===== src/rtl/serdes_align_pkg.sv =====
// Shared types and default constants for the SERDES word aligner.
package serdes_align_pkg;

  typedef enum logic [2:0] {
    ST_IDLE,
    ST_CHECK,
    ST_SLIP,
    ST_SETTLE,
    ST_LOCKED
  } align_state_t;

  localparam logic [7:0] C_ALIGN_PATTERN = 8'h01;
  localparam int         C_SLIP_MAX      = 8;
  localparam int         C_SERDES8_CYCLE = 1;

endpackage


===== src/rtl/serdes_word_gather.sv =====
// Packs aligned bytes MSB-first into 32-bit words with a one-clock valid strobe.
module serdes_word_gather (
  input  logic        clk,
  input  logic        rst,
  input  logic        en,
  input  logic        clr,
  input  logic [7:0]  data8,
  output logic [31:0] data32,
  output logic        data32_valid
);

  // Only the three previous bytes are needed; the current byte completes the word.
  logic [23:0] shift;
  logic [1:0]  byte_cnt;

  always_ff @(posedge clk or posedge rst) begin
    if (rst) begin
      shift        <= '0;
      byte_cnt     <= '0;
      data32       <= '0;
      data32_valid <= 1'b0;
    end else begin
      data32_valid <= 1'b0;
      if (clr) begin
        shift    <= '0;
        byte_cnt <= '0;
      end else if (en) begin
        shift    <= {shift[15:0], data8};
        byte_cnt <= byte_cnt + 2'd1;
        if (byte_cnt == 2'd3) begin
          data32       <= {shift, data8};
          data32_valid <= 1'b1;
        end
      end
    end
  end

endmodule


===== src/rtl/serdes_word_align.sv =====
// Bitslip-driven byte aligner and 8->32 packer for the 1:8 DDR deserializer.
// Optional SERDES_WORD_ALIGN_STATS_EN adds slip_total_o / relock_cnt_o counters.
module serdes_word_align
  import serdes_align_pkg::*;
#(
  parameter logic [7:0] ALIGN_PATTERN = C_ALIGN_PATTERN,
  parameter int         MATCH_COUNT   = 4,
  parameter int         SLIP_SETTLE   = 16,
  parameter int         SLIP_MAX      = C_SLIP_MAX,
  parameter int         SERDES8_CYCLE = C_SERDES8_CYCLE
) (
  input  logic        clk_rx_i,
  input  logic        rst,
  input  logic        serdes_lock_i,
  input  logic [7:0]  serdes_data8_i,
  output logic        serdes_bitslip_o,
  output logic        aligned_o,
  output logic [3:0]  slip_cnt_o,
  output logic        align_err_o,
  output logic [31:0] data32_o,
`ifdef SERDES_WORD_ALIGN_STATS_EN
  output logic [15:0] slip_total_o,
  output logic [7:0]  relock_cnt_o,
`endif
  output logic        data32_valid_o
);

  localparam logic [7:0] CYCLE_LAST  = 8'(SERDES8_CYCLE);
  localparam logic [3:0] MATCH_LAST  = 4'(MATCH_COUNT - 1);
  localparam logic [7:0] SETTLE_LAST = 8'(SLIP_SETTLE - 1);
  localparam logic [3:0] SLIP_LAST   = 4'(SLIP_MAX - 1);

  align_state_t state;
  logic [7:0]   cnt8;
  logic [3:0]   match_cnt;
  logic [7:0]   settle_cnt;
  logic         strobe;
  logic         lock_loss;

  assign strobe    = (cnt8 == CYCLE_LAST);
  assign lock_loss = (state != ST_IDLE) && !serdes_lock_i;

  always_ff @(posedge clk_rx_i or posedge rst) begin
    if (rst) cnt8 <= '0;
    else     cnt8 <= strobe ? 8'd0 : cnt8 + 8'd1;
  end

  // Lock loss overrides every other event in the same cycle.
  always_ff @(posedge clk_rx_i or posedge rst) begin
    if (rst) begin
      state            <= ST_IDLE;
      match_cnt        <= '0;
      settle_cnt       <= '0;
      slip_cnt_o       <= '0;
      serdes_bitslip_o <= 1'b0;
      aligned_o        <= 1'b0;
      align_err_o      <= 1'b0;
    end else begin
      serdes_bitslip_o <= 1'b0;
      if (lock_loss) begin
        state     <= ST_IDLE;
        aligned_o <= 1'b0;
      end else begin
        case (state)
          ST_IDLE: begin
            slip_cnt_o <= '0;
            match_cnt  <= '0;
            if (serdes_lock_i) state <= ST_CHECK;
          end
          ST_CHECK: begin
            if (strobe) begin
              if (serdes_data8_i == ALIGN_PATTERN) begin
                if (match_cnt == MATCH_LAST) begin
                  state     <= ST_LOCKED;
                  aligned_o <= 1'b1;
                  match_cnt <= '0;
                end else begin
                  match_cnt <= match_cnt + 4'd1;
                end
              end else begin
                match_cnt        <= '0;
                state            <= ST_SLIP;
                serdes_bitslip_o <= 1'b1;
              end
            end
          end
          ST_SLIP: begin
            state      <= ST_SETTLE;
            settle_cnt <= '0;
            if (slip_cnt_o == SLIP_LAST) begin
              slip_cnt_o  <= '0;
              align_err_o <= 1'b1;
            end else begin
              slip_cnt_o <= slip_cnt_o + 4'd1;
            end
          end
          ST_SETTLE: begin
            if (strobe) begin
              if (settle_cnt == SETTLE_LAST) begin
                state     <= ST_CHECK;
                match_cnt <= '0;
              end else begin
                settle_cnt <= settle_cnt + 8'd1;
              end
            end
          end
          ST_LOCKED: ;
          default: state <= ST_IDLE;
        endcase
      end
    end
  end

  serdes_word_gather u_gather (
    .clk          (clk_rx_i),
    .rst          (rst),
    .en           (strobe && (state == ST_LOCKED)),
    .clr          (lock_loss),
    .data8        (serdes_data8_i),
    .data32       (data32_o),
    .data32_valid (data32_valid_o)
  );

`ifdef SERDES_WORD_ALIGN_STATS_EN
  always_ff @(posedge clk_rx_i or posedge rst) begin
    if (rst) begin
      slip_total_o <= '0;
      relock_cnt_o <= '0;
    end else begin
      if (serdes_bitslip_o && (slip_total_o != 16'hFFFF))
        slip_total_o <= slip_total_o + 16'd1;
      if (lock_loss && (state == ST_LOCKED) && (relock_cnt_o != 8'hFF))
        relock_cnt_o <= relock_cnt_o + 8'd1;
    end
  end
`endif

endmodule


===== config.mk =====
export PLATFORM = sky130hd
export DESIGN_NAME = serdes_word_align
export DESIGN_NICKNAME = d
export VERILOG_FILES = /design/src/rtl/serdes_align_pkg.sv /design/src/rtl/serdes_word_gather.sv /design/src/rtl/serdes_word_align.sv
export SDC_FILE = /design/constraint.sdc
export NUM_CORES = 1
export LEC_CHECK = 0
export CAP_MARGIN = 5
export CELL_PAD_IN_SITES_DETAIL_PLACEMENT = 0
export CELL_PAD_IN_SITES_GLOBAL_PLACEMENT = 2
export CORE_MARGIN = 1
export CORE_UTILIZATION = 41
export CTS_BUF_LIST = sky130_fd_sc_hd__clkbuf_2
export CTS_CLUSTER_SIZE = 14
export DETAILED_ROUTE_END_ITERATION = 7
export HOLD_SLACK_MARGIN = 0.02
export PLACE_DENSITY = 0.84
export SYNTH_ARGS = -nofsm -noshare
export SYNTH_HDL_FRONTEND = slang
export SYNTH_SLANG_ARGS = --single-unit

===== constraint.sdc =====
create_clock -name clk_rx_i -period 7.3 [get_ports clk_rx_i]
set_input_delay 2.19 -clock clk_rx_i [delete_from_list [all_inputs] [get_ports clk_rx_i]]
set_output_delay 2.19 -clock clk_rx_i [all_outputs]
set_load 0.05 [all_outputs]

==> results of run 1 <==
==> metal layers <==
| metal | track usage | vias to the layer above | wire length, um |
|---|---|---|---|
| met4 | 0.0602 | 0 | 96 |
| met2 | 0.249 | 46 | 3370 |
| met3 | 0.0270 | 10 | 210 |
| met1 | 0.251 | 1307 | 4160 |
| li1 | - | 1327 | - |
| met5 | 0 | - | 0 |
==> kinds of logic (layout without fill, tap and decap cells) <==
family / Yosys count / in the layout
buf+inv: 25 / 78
flops: 89 / 89
mux: 35 / 35
xor+xnor: 7 / 7
fa+ha+maj: 6 / 6
simple gates: 122 / 122
compound gates: 70 / 70
==> path summary, 6_finish.rpt <==
kind / start / endpoint / slack [ns] / depth (start not counted)
min: cnt8[7]$_DFF_PP0_ / cnt8[7]$_DFF_PP0_ / 0.50 / 1
max: slip_cnt_o[1]$_DFFE_PP0P_ / slip_cnt_o[1] / 3.27 / 1
max reg2reg: cnt8[1]$_DFF_PP0_ / u_gather.data32[2]$_DFFE_PP0P_ / 4.31 / 6
min reg2reg: cnt8[7]$_DFF_PP0_ / cnt8[7]$_DFF_PP0_ / 0.50 / 1
max in group asynchronous: rst / state[2]$_DFFE_PP0P_ / 4.26 / 3
min in group asynchronous: rst / slip_cnt_o[0]$_DFFE_PP0P_ / 2.28 / 3
==> placed cells by master (no fill, tap or decap), types with 2 or more instances in the layout <==
master                            netlist  final
sky130_fd_sc_hd__dfrtp_1               89     89
sky130_fd_sc_hd__nand2_1               64     64
sky130_fd_sc_hd__clkdlybuf4s50_1        0     50
sky130_fd_sc_hd__a21oi_1               30     30
sky130_fd_sc_hd__mux2_4                29     29
sky130_fd_sc_hd__o21ai_0               18     18
sky130_fd_sc_hd__nor2_1                14     14
sky130_fd_sc_hd__nand3_1               11     11
sky130_fd_sc_hd__clkbuf_2               0     10
sky130_fd_sc_hd__inv_1                  8      7
sky130_fd_sc_hd__xnor2_1                6      6
sky130_fd_sc_hd__ha_1                   6      6
sky130_fd_sc_hd__nor4_1                 5      5
sky130_fd_sc_hd__and3_1                 4      4
sky130_fd_sc_hd__mux2_2                 4      4
sky130_fd_sc_hd__o31ai_1                4      4
sky130_fd_sc_hd__nand2b_1               3      3
sky130_fd_sc_hd__nor3_1                 3      3
sky130_fd_sc_hd__nand4_1                3      3
sky130_fd_sc_hd__buf_4                  1      3
sky130_fd_sc_hd__or2_2                  2      2
sky130_fd_sc_hd__nor2b_1                2      2
sky130_fd_sc_hd__a31oi_1                3      2
sky130_fd_sc_hd__o22ai_1                2      2
sky130_fd_sc_hd__and3b_1                2      2
sky130_fd_sc_hd__a21o_1                 2      2
sky130_fd_sc_hd__a41oi_1                2      2
sky130_fd_sc_hd__mux2i_1                2      2
sky130_fd_sc_hd__bufinv_16              0      2
sky130_fd_sc_hd__clkinv_4               0      2
==> power breakdown <==
part            total, W  leakage (nW)  switching (W)  internal (W)
combinational  0.0000589         0.887      0.0000370     0.0000219
clock           0.000296        0.0895       0.000176      0.000120
sequential      0.000513          1.23      0.0000109      0.000502
==> sequential cells by signal, indices dropped and copies added (netlist names) <==
signal                 flops
slip_cnt_o                 4
settle_cnt                 8
u_gather.byte_cnt          2
u_gather.shift            24
serdes_bitslip_o           1
cnt8                       8
align_err_o                1
u_gather.data32_valid      1
u_gather.data32           32
match_cnt                  4
aligned_o                  1
state                      3
==> area by class of cell <==
| class | count | area share |
|---|---|---|
| inverter | 9 | 0.00736 |
| clock inverter | 6 | 0.0215 |
| clock buffer | 10 | 0.0105 |
| multi-input combinational | 240 | 0.349 |
| timing repair buffer | 53 | 0.110 |
| tap | 129 | 0.0339 |
| sequential | 89 | 0.468 |
==> synth_stat cells, types with 2 or more instances <==
library cell | instances | area (sq um)
sky130_fd_sc_hd__nor3_1 | 3 | 15.0
sky130_fd_sc_hd__a21oi_1 | 30 | 150
sky130_fd_sc_hd__ha_1 | 6 | 75.1
sky130_fd_sc_hd__nor4_1 | 5 | 31.3
sky130_fd_sc_hd__nand4_1 | 3 | 18.8
sky130_fd_sc_hd__o22ai_1 | 2 | 12.5
sky130_fd_sc_hd__mux2_4 | 29 | 435
sky130_fd_sc_hd__mux2_2 | 4 | 45.0
sky130_fd_sc_hd__or2_2 | 2 | 12.5
sky130_fd_sc_hd__dfrtp_1 | 89 | 2230
sky130_fd_sc_hd__nor2b_1 | 2 | 12.5
sky130_fd_sc_hd__and3_1 | 4 | 25.0
sky130_fd_sc_hd__o21ai_0 | 18 | 90.1
sky130_fd_sc_hd__and3b_1 | 2 | 17.5
sky130_fd_sc_hd__buf_6 | 5 | 56.3
sky130_fd_sc_hd__nor2_1 | 14 | 52.6
sky130_fd_sc_hd__o31ai_1 | 4 | 30.0
sky130_fd_sc_hd__buf_2 | 2 | 10.0
sky130_fd_sc_hd__xnor2_1 | 6 | 52.6
sky130_fd_sc_hd__nand3_1 | 11 | 55.1
sky130_fd_sc_hd__nand2_1 | 64 | 240
sky130_fd_sc_hd__a31oi_1 | 3 | 18.8
sky130_fd_sc_hd__a21o_1 | 2 | 15.0
sky130_fd_sc_hd__a41oi_1 | 2 | 17.5
sky130_fd_sc_hd__clkbuf_1 | 8 | 30.0
sky130_fd_sc_hd__mux2i_1 | 2 | 20.0
sky130_fd_sc_hd__nand2b_1 | 3 | 18.8
sky130_fd_sc_hd__inv_1 | 8 | 30.0
==> metrics by stage <==
step,worst slack (ns),util
5_1_grt,3.17,0.508
2_1_floorplan,2.80,-
3_5_place_dp,2.97,0.492
4_1_cts,3.22,0.508
3_3_place_gp,3.01,0.492
6_report,3.27,0.508
==> results_tabular.tex, run 1 <==
\begin{tabular}{lr}
\hline
Metric & Value \\
\hline
\multicolumn{2}{l}{\textbf{Yosys}} \\
Register bit total from synthesis & 89 \\
Adder-cell share of the synthesized area & 0.0187 \\
Synthesized net count & 371 \\
Syn Inst Count & 354 \\
Share of the synthesized netlist area taken by xor and xnor gates & 0.0152 \\
Synthesis Warnings & 0 \\
Number of flops mapped to enable cells by yosys & 0 \\
Leading register cell type out of synthesis & sky130\_fd\_sc\_hd\_\_dfrtp\_1 \\
Simple-Gate Fraction of Synth Area & 0.152 \\
Fraction of the mapped netlist area in compound gates & 0.101 \\
Sequential element share of the synthesized area & 0.554 \\
Library cells used by synthesis & 49 \\
Post-synthesis async set-or-reset flop share & 1.00 \\
Syn\_area\_per\_cell & 11.4 sq um \\
Main combinational cell family by area after synthesis & simple AND/OR/NAND/NOR gates \\
Mux cell area share after synthesis & 0.124 \\
Combined area of all synthesized cells & 4020 sq um \\
\multicolumn{2}{l}{\textbf{Route}} \\
Post-detailed-routing wire length & 7.83 mm \\
Detailed router's first-iteration violation count & 63 \\
Routed wire per std cell & 14.6 um \\
Vias after detailed routing & 2690 \\
Detailed-router iteration count before antenna repair & 4 \\
Residual DRC & 0 \\
Mean number of vias per cell & 5.02 \\
Final ANT Viol Nets & 0 \\
\multicolumn{2}{l}{\textbf{Timing}} \\
Transition at the pin with the smallest max-transition slack & 1.11 ns \\
RSZ-0062 raised after global routing & no \\
Maximum frequency from static timing analysis & 248 MHz \\
Final total negative setup slack & 0 ns \\
Shortest clock period the worst path allows after layout & 4.03 ns \\
Normalized max-slew margin & 0.257 \\
Setup violators final & 0 \\
Ratio of final minimum period to clock period & 0.552 \\
Final hold slack & 0.497 ns \\
Clock skew & 0.0332 ns \\
Hold Vio Cnt, Final & 0 \\
Final Max Slew Viols & 0 \\
\multicolumn{2}{l}{\textbf{Floorplanning}} \\
Die height & 101 um \\
Site row count & 35 \\
Core region area & 9370 sq um \\
Initial Util & 0.429 \\
Die ar. & 10200 sq um \\
Io pins & 51 \\
Width of the die & 101 um \\
\multicolumn{2}{l}{\textbf{Final layout}} \\
Layout cell share with drive strength beyond 1 & 0.150 \\
Final instance area & 4760 sq um \\
Number of inserted filler cells in the final layout & 928 \\
Diodes inserted & 0 \\
Area taken by flip-flops and latches & 2230 sq um \\
Total area of multi-input combinational cells & 1660 sq um \\
Final cell count without fillers & 536 \\
Count of nets after finishing & 419 \\
Area growth from synthesis to layout & 18.4\% \\
\multicolumn{2}{l}{\textbf{Worst hold path}} \\
Hold Crit Class & register to register \\
\multicolumn{2}{l}{\textbf{Global route}} \\
Congestion Overflow GR & 0 \\
Pin count of the biggest net entering global routing & 90 \\
Initial antenna violation count & 0 \\
Total routing resource utilization after global routing & 0.169 \\
Wire length of the first global-routing pass & 13.4 mm \\
Vias in the first global route & 2676 \\
\multicolumn{2}{l}{\textbf{Clock tree}} \\
Clk Tree Root Cell & sky130\_fd\_sc\_hd\_\_clkbuf\_2 \\
Number of buffers inserted by hold repair at cts & 0 \\
Post-CTS sizing & 0 \\
Number of levels in the clock H-tree & 3 \\
Deepest clock path buffer count & 2 \\
Skew-Pair Late Insertion Delay & 0.52 ns \\
Total number of clock tree sinks & 89 \\
TritonCTS Buffers & 9 \\
CTS tree & built \\
Register clock-pin slew on the reported worst setup and hold paths & 0.27 ns \\
Post-CTS setup buffers & 0 \\
\multicolumn{2}{l}{\textbf{Placement}} \\
Number of instances in the placed design & 520 \\
Buffers added on ports & 50 \\
Weighted congestion reported at the end of routability-driven placement & 0.778 \\
Detailed Place HPWL & 5.11 mm \\
Placement Cell Area & 4610 sq um \\
\multicolumn{2}{l}{\textbf{Power and ir drop}} \\
Peak VDD IR & 96.8 uV \\
Power density over the cells & 182 nW/um\^{}2 \\
Power, Total & 0.000868 W \\
Leakage & 2.21 nW \\
\multicolumn{2}{l}{\textbf{Setup path}} \\
Critical Path Sink Type & output port \\
Top Family by Delay on Critical Path & buffers and inverters \\
Critical Path RT & 5.11 ns \\
Arrival time of data at the critical path endpoint & 1.84 ns \\
Critical-path cell list & clkdlybuf4s50\_1 \\
Cell at the slowest stage of the critical path & sky130\_fd\_sc\_hd\_\_clkdlybuf4s50\_1 \\
CP Launch Type & register \\
Critical path buffer and inverter count & 1 \\
Worst stage delay on the critical path & 0.83 ns \\
Largest fanout on the critical path & 5 \\
Type of the worst setup path & register to output port \\
\multicolumn{2}{l}{\textbf{Flow run}} \\
Maximum Capacitance Violations & 0 \\
\multicolumn{2}{l}{\textbf{Outcome}} \\
Run status & finished clean \\
\hline
\end{tabular}
(Power assumes the default switching activity.)
==> run 2: changes to the inputs <==
--- a/config.mk
+++ b/config.mk
@@ -9,12 +9,12 @@
 export CELL_PAD_IN_SITES_DETAIL_PLACEMENT = 0
 export CELL_PAD_IN_SITES_GLOBAL_PLACEMENT = 2
 export CORE_MARGIN = 1
-export CORE_UTILIZATION = 41
+export CORE_UTILIZATION = 34
 export CTS_BUF_LIST = sky130_fd_sc_hd__clkbuf_2
 export CTS_CLUSTER_SIZE = 14
 export DETAILED_ROUTE_END_ITERATION = 7
 export HOLD_SLACK_MARGIN = 0.02
-export PLACE_DENSITY = 0.84
+export PLACE_DENSITY = 0.74
 export SYNTH_ARGS = -nofsm -noshare
 export SYNTH_HDL_FRONTEND = slang
 export SYNTH_SLANG_ARGS = --single-unit
==> constraint.sdc (replaced) <==
create_clock -name clk_rx_i -period 3.5 [get_ports clk_rx_i]
set_input_delay 1.05 -clock clk_rx_i [delete_from_list [all_inputs] [get_ports clk_rx_i]]
set_output_delay 1.05 -clock clk_rx_i [all_outputs]
set_load 0.05 [all_outputs]
==> results_tabular.tex, run 2 (synthesized netlist as in run 1, its figures left out) <==
\begin{tabular}{lr}
\hline
Metric & Value \\
\hline
\multicolumn{2}{l}{\textbf{Outcome}} \\
Run status & finished clean \\
\multicolumn{2}{l}{\textbf{Clock tree}} \\
Total number of clock tree sinks & 89 (unchanged) \\
CTS tree & built \\
TritonCTS Buffers & 9 (unchanged) \\
Register clock-pin slew on the reported worst setup and hold paths & 0.23 ns (-0.04 ns) \\
Skew-Pair Late Insertion Delay & 0.59 ns (+0.07 ns) \\
Clk Tree Root Cell & sky130\_fd\_sc\_hd\_\_clkbuf\_2 \\
Post-CTS setup buffers & 0 (unchanged) \\
Deepest clock path buffer count & 2 (unchanged) \\
Number of buffers inserted by hold repair at cts & 0 (unchanged) \\
Post-CTS sizing & 0 (unchanged) \\
Number of levels in the clock H-tree & 3 (unchanged) \\
\multicolumn{2}{l}{\textbf{Final layout}} \\
Max FFs per register & 32 (unchanged) \\
Number of inserted filler cells in the final layout & 1132 (+22\%) \\
Layout cell share with drive strength beyond 1 & 0.154 (+0.00378) \\
Count of nets after finishing & 423 (+0.95\%) \\
Most common cell after layout, fill and taps aside & sky130\_fd\_sc\_hd\_\_dfrtp\_1 \\
Most used cells in the layout excluding fill and tap cells & sky130\_fd\_sc\_hd\_\_dfrtp\_1, sky130\_fd\_sc\_hd\_\_nand2\_1, sky130\_fd\_sc\_hd\_\_clkdlybuf4s50\_1 \\
Final instance area & 4750 sq um (-0.21\%) \\
Area growth from synthesis to layout & 18.2\% \\
Largest Register & u\_gather.data32 \\
Final core utilization & 0.414 (-0.0937) \\
Largest registers & u\_gather.data32 x32, u\_gather.shift x24 \\
Diodes inserted & 0 (unchanged) \\
\multicolumn{2}{l}{\textbf{Worst hold path}} \\
Hold path cells & 1 (unchanged) \\
Hold Crit Class & register to register \\
\multicolumn{2}{l}{\textbf{Setup path}} \\
Critical path buffer and inverter count & 1 (unchanged) \\
Type of the worst setup path & register to output port \\
CP Launch Type & register \\
Largest fanout on the critical path & 6 (+1) \\
Worst stage delay on the critical path & 0.84 ns (about the same) \\
Critical-path cell list & clkdlybuf4s50\_1 \\
Top Family by Delay on Critical Path & buffers and inverters \\
Critical Path RT & 2.45 ns (-2.66 ns) \\
Critical Path Sink Type & output port \\
Number of gates on the worst path with buffers counted & 1 (unchanged) \\
Reg2reg path depth & 7 (+1) \\
Cell at the slowest stage of the critical path & sky130\_fd\_sc\_hd\_\_clkdlybuf4s50\_1 \\
Arrival time of data at the critical path endpoint & 1.89 ns (+0.05 ns) \\
\multicolumn{2}{l}{\textbf{Global route}} \\
Total routing resource utilization after global routing & 0.153 (-0.0160) \\
Vias in the first global route & 2855 (+6.7\%) \\
Initial antenna violation count & 0 (unchanged) \\
Wire length of the first global-routing pass & 14.8 mm (+10\%) \\
Congestion Overflow GR & 0 (unchanged) \\
Pin count of the biggest net entering global routing & 37 (-59\%) \\
\multicolumn{2}{l}{\textbf{Floorplanning}} \\
Width of the die & 111 um (+9.6\%) \\
Core region area & 11500 sq um (+22\%) \\
Initial Util & 0.351 (-0.0784) \\
Die ar. & 12300 sq um (+20\%) \\
Die height & 111 um (+9.6\%) \\
Site row count & 39 (+11\%) \\
Io pins & 51 (unchanged) \\
\multicolumn{2}{l}{\textbf{Timing}} \\
Hold Vio Cnt, Final & 0 (unchanged) \\
Shortest clock period the worst path allows after layout & 2.94 ns \\
Final total negative setup slack & 0 ns (unchanged) \\
Setup violators final & 0 (unchanged) \\
Final hold slack & 0.488 ns (-0.00958 ns) \\
RSZ-0062 raised after global routing & no \\
Normalized max-slew margin & 0.426 (+0.169) \\
Ratio of final minimum period to clock period & 0.840 \\
Clock skew & 0.0305 ns (-0.00273 ns) \\
Transition at the pin with the smallest max-transition slack & 0.858 ns (-0.256 ns) \\
Final Max Slew Viols & 0 (unchanged) \\
Maximum frequency from static timing analysis & 340 MHz \\
\multicolumn{2}{l}{\textbf{Route}} \\
Final ANT Viol Nets & 0 (unchanged) \\
Mean number of vias per cell & 4.97 (-0.88\%) \\
Met1 WL & 4.29 mm (+3.2\%) \\
Uppermost metal layer occupied by signal nets & met4 \\
Detailed router's first-iteration violation count & 144 (+130\%) \\
Met2 layer wire length in the routed design & 3.90 mm (+16\%) \\
Residual DRC & 0 (unchanged) \\
Post-detailed-routing wire length & 8.58 mm (+9.5\%) \\
Met3 Wirelength & 260 um (+24\%) \\
Vias after detailed routing & 2751 (+2.3\%) \\
Detailed-router iteration count before antenna repair & 4 (unchanged) \\
Routed wire per std cell & 15.5 um (+6.1\%) \\
\multicolumn{2}{l}{\textbf{Power and ir drop}} \\
Peak VDD IR & 145 uV (+49\%) \\
Power, Total & 0.00165 W (+90\%) \\
Power density over the cells & 347 nW/um\^{}2 (+91\%) \\
Leakage & 2.20 nW (-0.60\%) \\
\multicolumn{2}{l}{\textbf{Placement}} \\
Buffers added on ports & 50 (unchanged) \\
Detailed Place HPWL & 5.84 mm (+14\%) \\
Placement Cell Area & 4670 sq um (+1.3\%) \\
Weighted congestion reported at the end of routability-driven placement & 0.733 (-5.8\%) \\
\multicolumn{2}{l}{\textbf{Flow run}} \\
Maximum Capacitance Violations & 0 (unchanged) \\
\hline
\end{tabular}
run 2: power by group:
group / switching, W / internal [W]
Sequential: 0.0000236 / 0.00105
Combinational: 0.0000794 / 0.0000478
Clock: 0.000362 / 0.0000910
run 2: worst paths after layout:
path                                             endpoint  slack [ns]                 startpoint
max in group asynchronous               cnt8[6]$_DFF_PP0_        1.90                        rst
min reg2reg                             cnt8[7]$_DFF_PP0_        0.49          cnt8[7]$_DFF_PP0_
max                                         slip_cnt_o[2]        0.56  slip_cnt_o[2]$_DFFE_PP0P_
max reg2reg                u_gather.data32[9]$_DFFE_PP0P_        0.70          cnt8[1]$_DFF_PP0_
min in group asynchronous  u_gather.data32[4]$_DFFE_PP0P_        0.82                        rst
min                                     cnt8[7]$_DFF_PP0_        0.49          cnt8[7]$_DFF_PP0_
run 2: metrics by stage:
| stage | std cells | setup WS [ns] |
|---|---|---|
| after floorplan | 354 | 0.143 |
| after global placement | 538 | 0.523 |
| after detailed placement | 538 | 0.472 |
| after CTS | 553 | 0.506 |
| after global routing | 553 | 0.439 |
| final | 553 | 0.560 |
run 2: final cells by class:
class | instances | area (sq um) | share of cell area
flip-flops and latches | 89 | 2230 | 0.469
multi-input cells | 240 | 1660 | 0.350
repair buffers | 57 | 566 | 0.119
well taps | 143 | 179 | 0.0377
clock buffers | 10 | 50.0 | 0.0105
inverters | 9 | 35.0 | 0.00737
clock inverters | 5 | 32.5 | 0.00685
run 2: layer usage:
metal  vias to the layer above  GRT usage
met5                         -          0
met4                         0     0.0613
met3                        10     0.0410
met2                        36      0.230
met1                      1367      0.209
li1                       1338          -
==> run 3: changes to the inputs <==
==> constraint.sdc (replaced) <==
create_clock -name clk_rx_i -period 2.6 [get_ports clk_rx_i]
set_input_delay 0.78 -clock clk_rx_i [delete_from_list [all_inputs] [get_ports clk_rx_i]]
set_output_delay 0.78 -clock clk_rx_i [all_outputs]
set_load 0.05 [all_outputs]
==> results_tabular.tex, run 3 (synthesized netlist as in run 1, its figures left out) <==
\begin{tabular}{lr}
\hline
Metric & Value \\
\hline
\multicolumn{2}{l}{\textbf{Floorplanning}} \\
Site row count & 39 (unchanged) \\
Initial Util & 0.351 (unchanged) \\
Core region area & 11500 sq um (unchanged) \\
Die ar. & 12300 sq um (unchanged) \\
Width of the die & 111 um (unchanged) \\
Io pins & 51 (unchanged) \\
Die height & 111 um (unchanged) \\
\multicolumn{2}{l}{\textbf{Power and ir drop}} \\
Power, Total & 0.00244 W (+48\%) \\
Sw power & 0.000634 W (+36\%) \\
Combinational cell fraction of total power & 0.073 (-0.004) \\
Leakage & 2.47 nW (+13\%) \\
Fraction of power consumed by the clock network & 0.336 (+0.062) \\
Switching share of power & 0.260 (-0.0218) \\
Power density over the cells & 505 nW/um\^{}2 (+45\%) \\
Total internal power & 0.00180 W (+52\%) \\
Relative contribution of sequential cells to total power & 0.591 (-0.058) \\
Peak VDD IR & 273 uV (+88\%) \\
\multicolumn{2}{l}{\textbf{Setup path}} \\
Largest fanout on the critical path & 6 (unchanged) \\
Worst flop-to-flop path startpoint & cnt8[1]\$\_DFF\_PP0\_ \\
Critical Path Sink Type & output port \\
CP Launch Type & register \\
Worst stage delay on the critical path & 0.55 ns (-0.29 ns) \\
Critical path buffer and inverter count & 1 (unchanged) \\
Endpoint of the worst register-to-register path & u\_gather.data32[0]\$\_DFFE\_PP0P\_ \\
Type of the worst setup path & register to output port \\
Cell at the slowest stage of the critical path & sky130\_fd\_sc\_hd\_\_dlygate4sd2\_1 \\
Setup slack, reg-to-reg & 0.28 ns (-0.42 ns) \\
Critical Path RT & 1.82 ns (-0.63 ns) \\
Reg2reg path depth & 7 (unchanged) \\
Critical-path cell list & dlygate4sd2\_1 \\
Arrival time of data at the critical path endpoint & 1.57 ns (-0.32 ns) \\
Top Family by Delay on Critical Path & buffers and inverters \\
\multicolumn{2}{l}{\textbf{Placement}} \\
Buffers added on ports & 50 (unchanged) \\
Detailed Place HPWL & 5.46 mm (-6.5\%) \\
Weighted congestion reported at the end of routability-driven placement & 0.736 (+0.38\%) \\
\multicolumn{2}{l}{\textbf{Route}} \\
Final ANT Viol Nets & 0 (unchanged) \\
Detailed-router iteration count before antenna repair & 4 (unchanged) \\
Residual DRC & 0 (unchanged) \\
Mean number of vias per cell & 4.93 (-0.86\%) \\
Vias after detailed routing & 2757 (+0.22\%) \\
Post-detailed-routing wire length & 8.49 mm (-1.0\%) \\
Detailed router's first-iteration violation count & 77 (-47\%) \\
Routed wire per std cell & 15.2 um (-2.1\%) \\
\multicolumn{2}{l}{\textbf{Clock tree}} \\
Register clock-pin slew on the reported worst setup and hold paths & 0.25 ns (+0.02 ns) \\
CTS tree & built \\
Skew-Pair Late Insertion Delay & 0.57 ns (-0.02 ns) \\
Clk Tree Root Cell & sky130\_fd\_sc\_hd\_\_clkbuf\_2 \\
TritonCTS Buffers & 9 (unchanged) \\
Deepest clock path buffer count & 2 (unchanged) \\
Post-CTS setup buffers & 0 (unchanged) \\
Number of buffers inserted by hold repair at cts & 0 (unchanged) \\
Total number of clock tree sinks & 89 (unchanged) \\
Number of levels in the clock H-tree & 3 (unchanged) \\
\multicolumn{2}{l}{\textbf{Timing}} \\
Shortest clock period the worst path allows after layout & 2.35 ns \\
Maximum frequency from static timing analysis & 426 MHz \\
Ratio of final minimum period to clock period & 0.903 \\
RSZ-0062 raised after global routing & no \\
Normalized max-slew margin & 0.654 (+0.228) \\
Clock skew & 0.0287 ns (-0.00181 ns) \\
Transition at the pin with the smallest max-transition slack & 0.519 ns (-0.339 ns) \\
Hold Vio Cnt, Final & 0 (unchanged) \\
Final Max Slew Viols & 0 (unchanged) \\
Setup violators final & 0 (unchanged) \\
\multicolumn{2}{l}{\textbf{Worst hold path}} \\
Critical hold path startpoint & cnt8[7]\$\_DFF\_PP0\_ \\
Hold Crit Class & register to register \\
Worst Hold End & cnt8[7]\$\_DFF\_PP0\_ \\
Hold path cells & 1 (unchanged) \\
\multicolumn{2}{l}{\textbf{Final layout}} \\
Max FFs per register & 32 (unchanged) \\
Count of nets after finishing & 428 (+1.2\%) \\
Number of inserted filler cells in the final layout & 1094 (-3.4\%) \\
Layout cell share with drive strength beyond 1 & 0.166 (+0.0122) \\
Largest registers & u\_gather.data32 x32, u\_gather.shift x24 \\
Largest Register & u\_gather.data32 \\
Most used cells in the layout excluding fill and tap cells & sky130\_fd\_sc\_hd\_\_dfrtp\_1, sky130\_fd\_sc\_hd\_\_nand2\_1, sky130\_fd\_sc\_hd\_\_dlygate4sd2\_1 \\
Most common cell after layout, fill and taps aside & sky130\_fd\_sc\_hd\_\_dfrtp\_1 \\
Diodes inserted & 0 (unchanged) \\
Area growth from synthesis to layout & 20.1\% \\
Final core utilization & 0.421 (+0.00687) \\
\multicolumn{2}{l}{\textbf{Global route}} \\
Congestion Overflow GR & 0 (unchanged) \\
Initial antenna violation count & 0 (unchanged) \\
Vias in the first global route & 2907 (+1.8\%) \\
Wire length of the first global-routing pass & 14.9 mm (+1.0\%) \\
Total routing resource utilization after global routing & 0.152 (-0.000810) \\
Pin count of the biggest net entering global routing & 90 (+140\%) \\
\multicolumn{2}{l}{\textbf{Flow run}} \\
Maximum Capacitance Violations & 0 (unchanged) \\
\multicolumn{2}{l}{\textbf{Outcome}} \\
Run status & finished clean \\
\hline
\end{tabular}
[run 3: cell count changes in the layout (fill, tap and decap cells not counted), sizes merged]
cell | previous run | this run
buf | 7 | 12
dlygate4sd2 | 0 | 38
clkinv | 4 | 2
clkdlybuf4s50 | 50 | 10
bufinv | 0 | 2
dlymetal6s2s | 0 | 2
inv | 8 | 9
[run 3: stage by stage]
step / setup slack, ns / hold WS, ns / area [sq um] / cells / setup TNS (ns)
2_1_floorplan: 0.530 / 0.438 / 4030 / 354 / 0
3_3_place_gp: 0.0550 / 0.458 / 4730 / 543 / 0
3_5_place_dp: -0.0133 / 0.460 / 4730 / 543 / -0.0262
4_1_cts: 0.00227 / 0.492 / 4830 / 559 / 0
5_1_grt: 0.0979 / 0.522 / 4830 / 559 / 0
6_report: 0.252 / 0.485 / 4830 / 559 / 0
[run 3: layer usage]
metal  share of wire  up-vias  GRT usage
met5               0        -          0
li1                -     1357          -
met2            0.47       48      0.239
met1            0.49     1344      0.200
met3           0.037        8     0.0492
met4          0.0079        0     0.0453
[run 3: timing repair]
item	in CTS	in global routing
hold endpoints to repair	0	0
setup endpoints to repair	38	2
gates resized for setup	38	2
cloned	0	0
[run 3: worst max-delay path by stage]
stage / start / endpoint / slack (ns) / cells after the start
4_1_cts: u_gather.data32_valid$_DFF_PP0_ / data32_valid_o / 0.002 / 1
5_1_grt: cnt8[1]$_DFF_PP0_ / match_cnt[2]$_DFFE_PP0P_ / 0.1 / 8
3_3_place_gp: serdes_data8_i[1] / match_cnt[2]$_DFFE_PP0P_ / 0.05 / 6
6_report: slip_cnt_o[2]$_DFFE_PP0P_ / slip_cnt_o[2] / 0.25 / 1
2_1_floorplan: cnt8[1]$_DFF_PP0_ / u_gather.data32[10]$_DFFE_PP0P_ / 0.53 / 8
3_5_place_dp: serdes_data8_i[1] / match_cnt[0]$_DFFE_PP0P_ / -0.01 / 6
[run 3: area by class of cell]
cell class	count	area (sq um)	share of cell area
flip-flops and latches	89	2230	0.461
multi-input cells	240	1660	0.344
repair buffers	62	586	0.121
well taps	143	179	0.0370
clock inverters	6	88.8	0.0184
clock buffers	10	50.0	0.0104
inverters	9	37.5	0.00777
[run 3: power by group through the flow]
stage	Clock [W]	Sequential, W	Combinational [W]
global route	0.000915	0.00145	0.000200
CTS	0.000870	0.00144	0.000183
finish	0.000818	0.00144	0.000178
global placement	0	0.00146	0.000183
detailed placement	0	0.00146	0.000183
floorplan	0	0.00147	0.000104
[run 3: worst register-to-register path: stages, from the launching register on]
cell and delay, ns:
sky130_fd_sc_hd__dfrtp_1 0.46, sky130_fd_sc_hd__inv_1 0.07, sky130_fd_sc_hd__ha_1 0.12, sky130_fd_sc_hd__or4b_1 0.63, sky130_fd_sc_hd__nor2_8 0.26, sky130_fd_sc_hd__nand4_4 0.13
sky130_fd_sc_hd__buf_12 0.22, sky130_fd_sc_hd__mux2_4 0.34
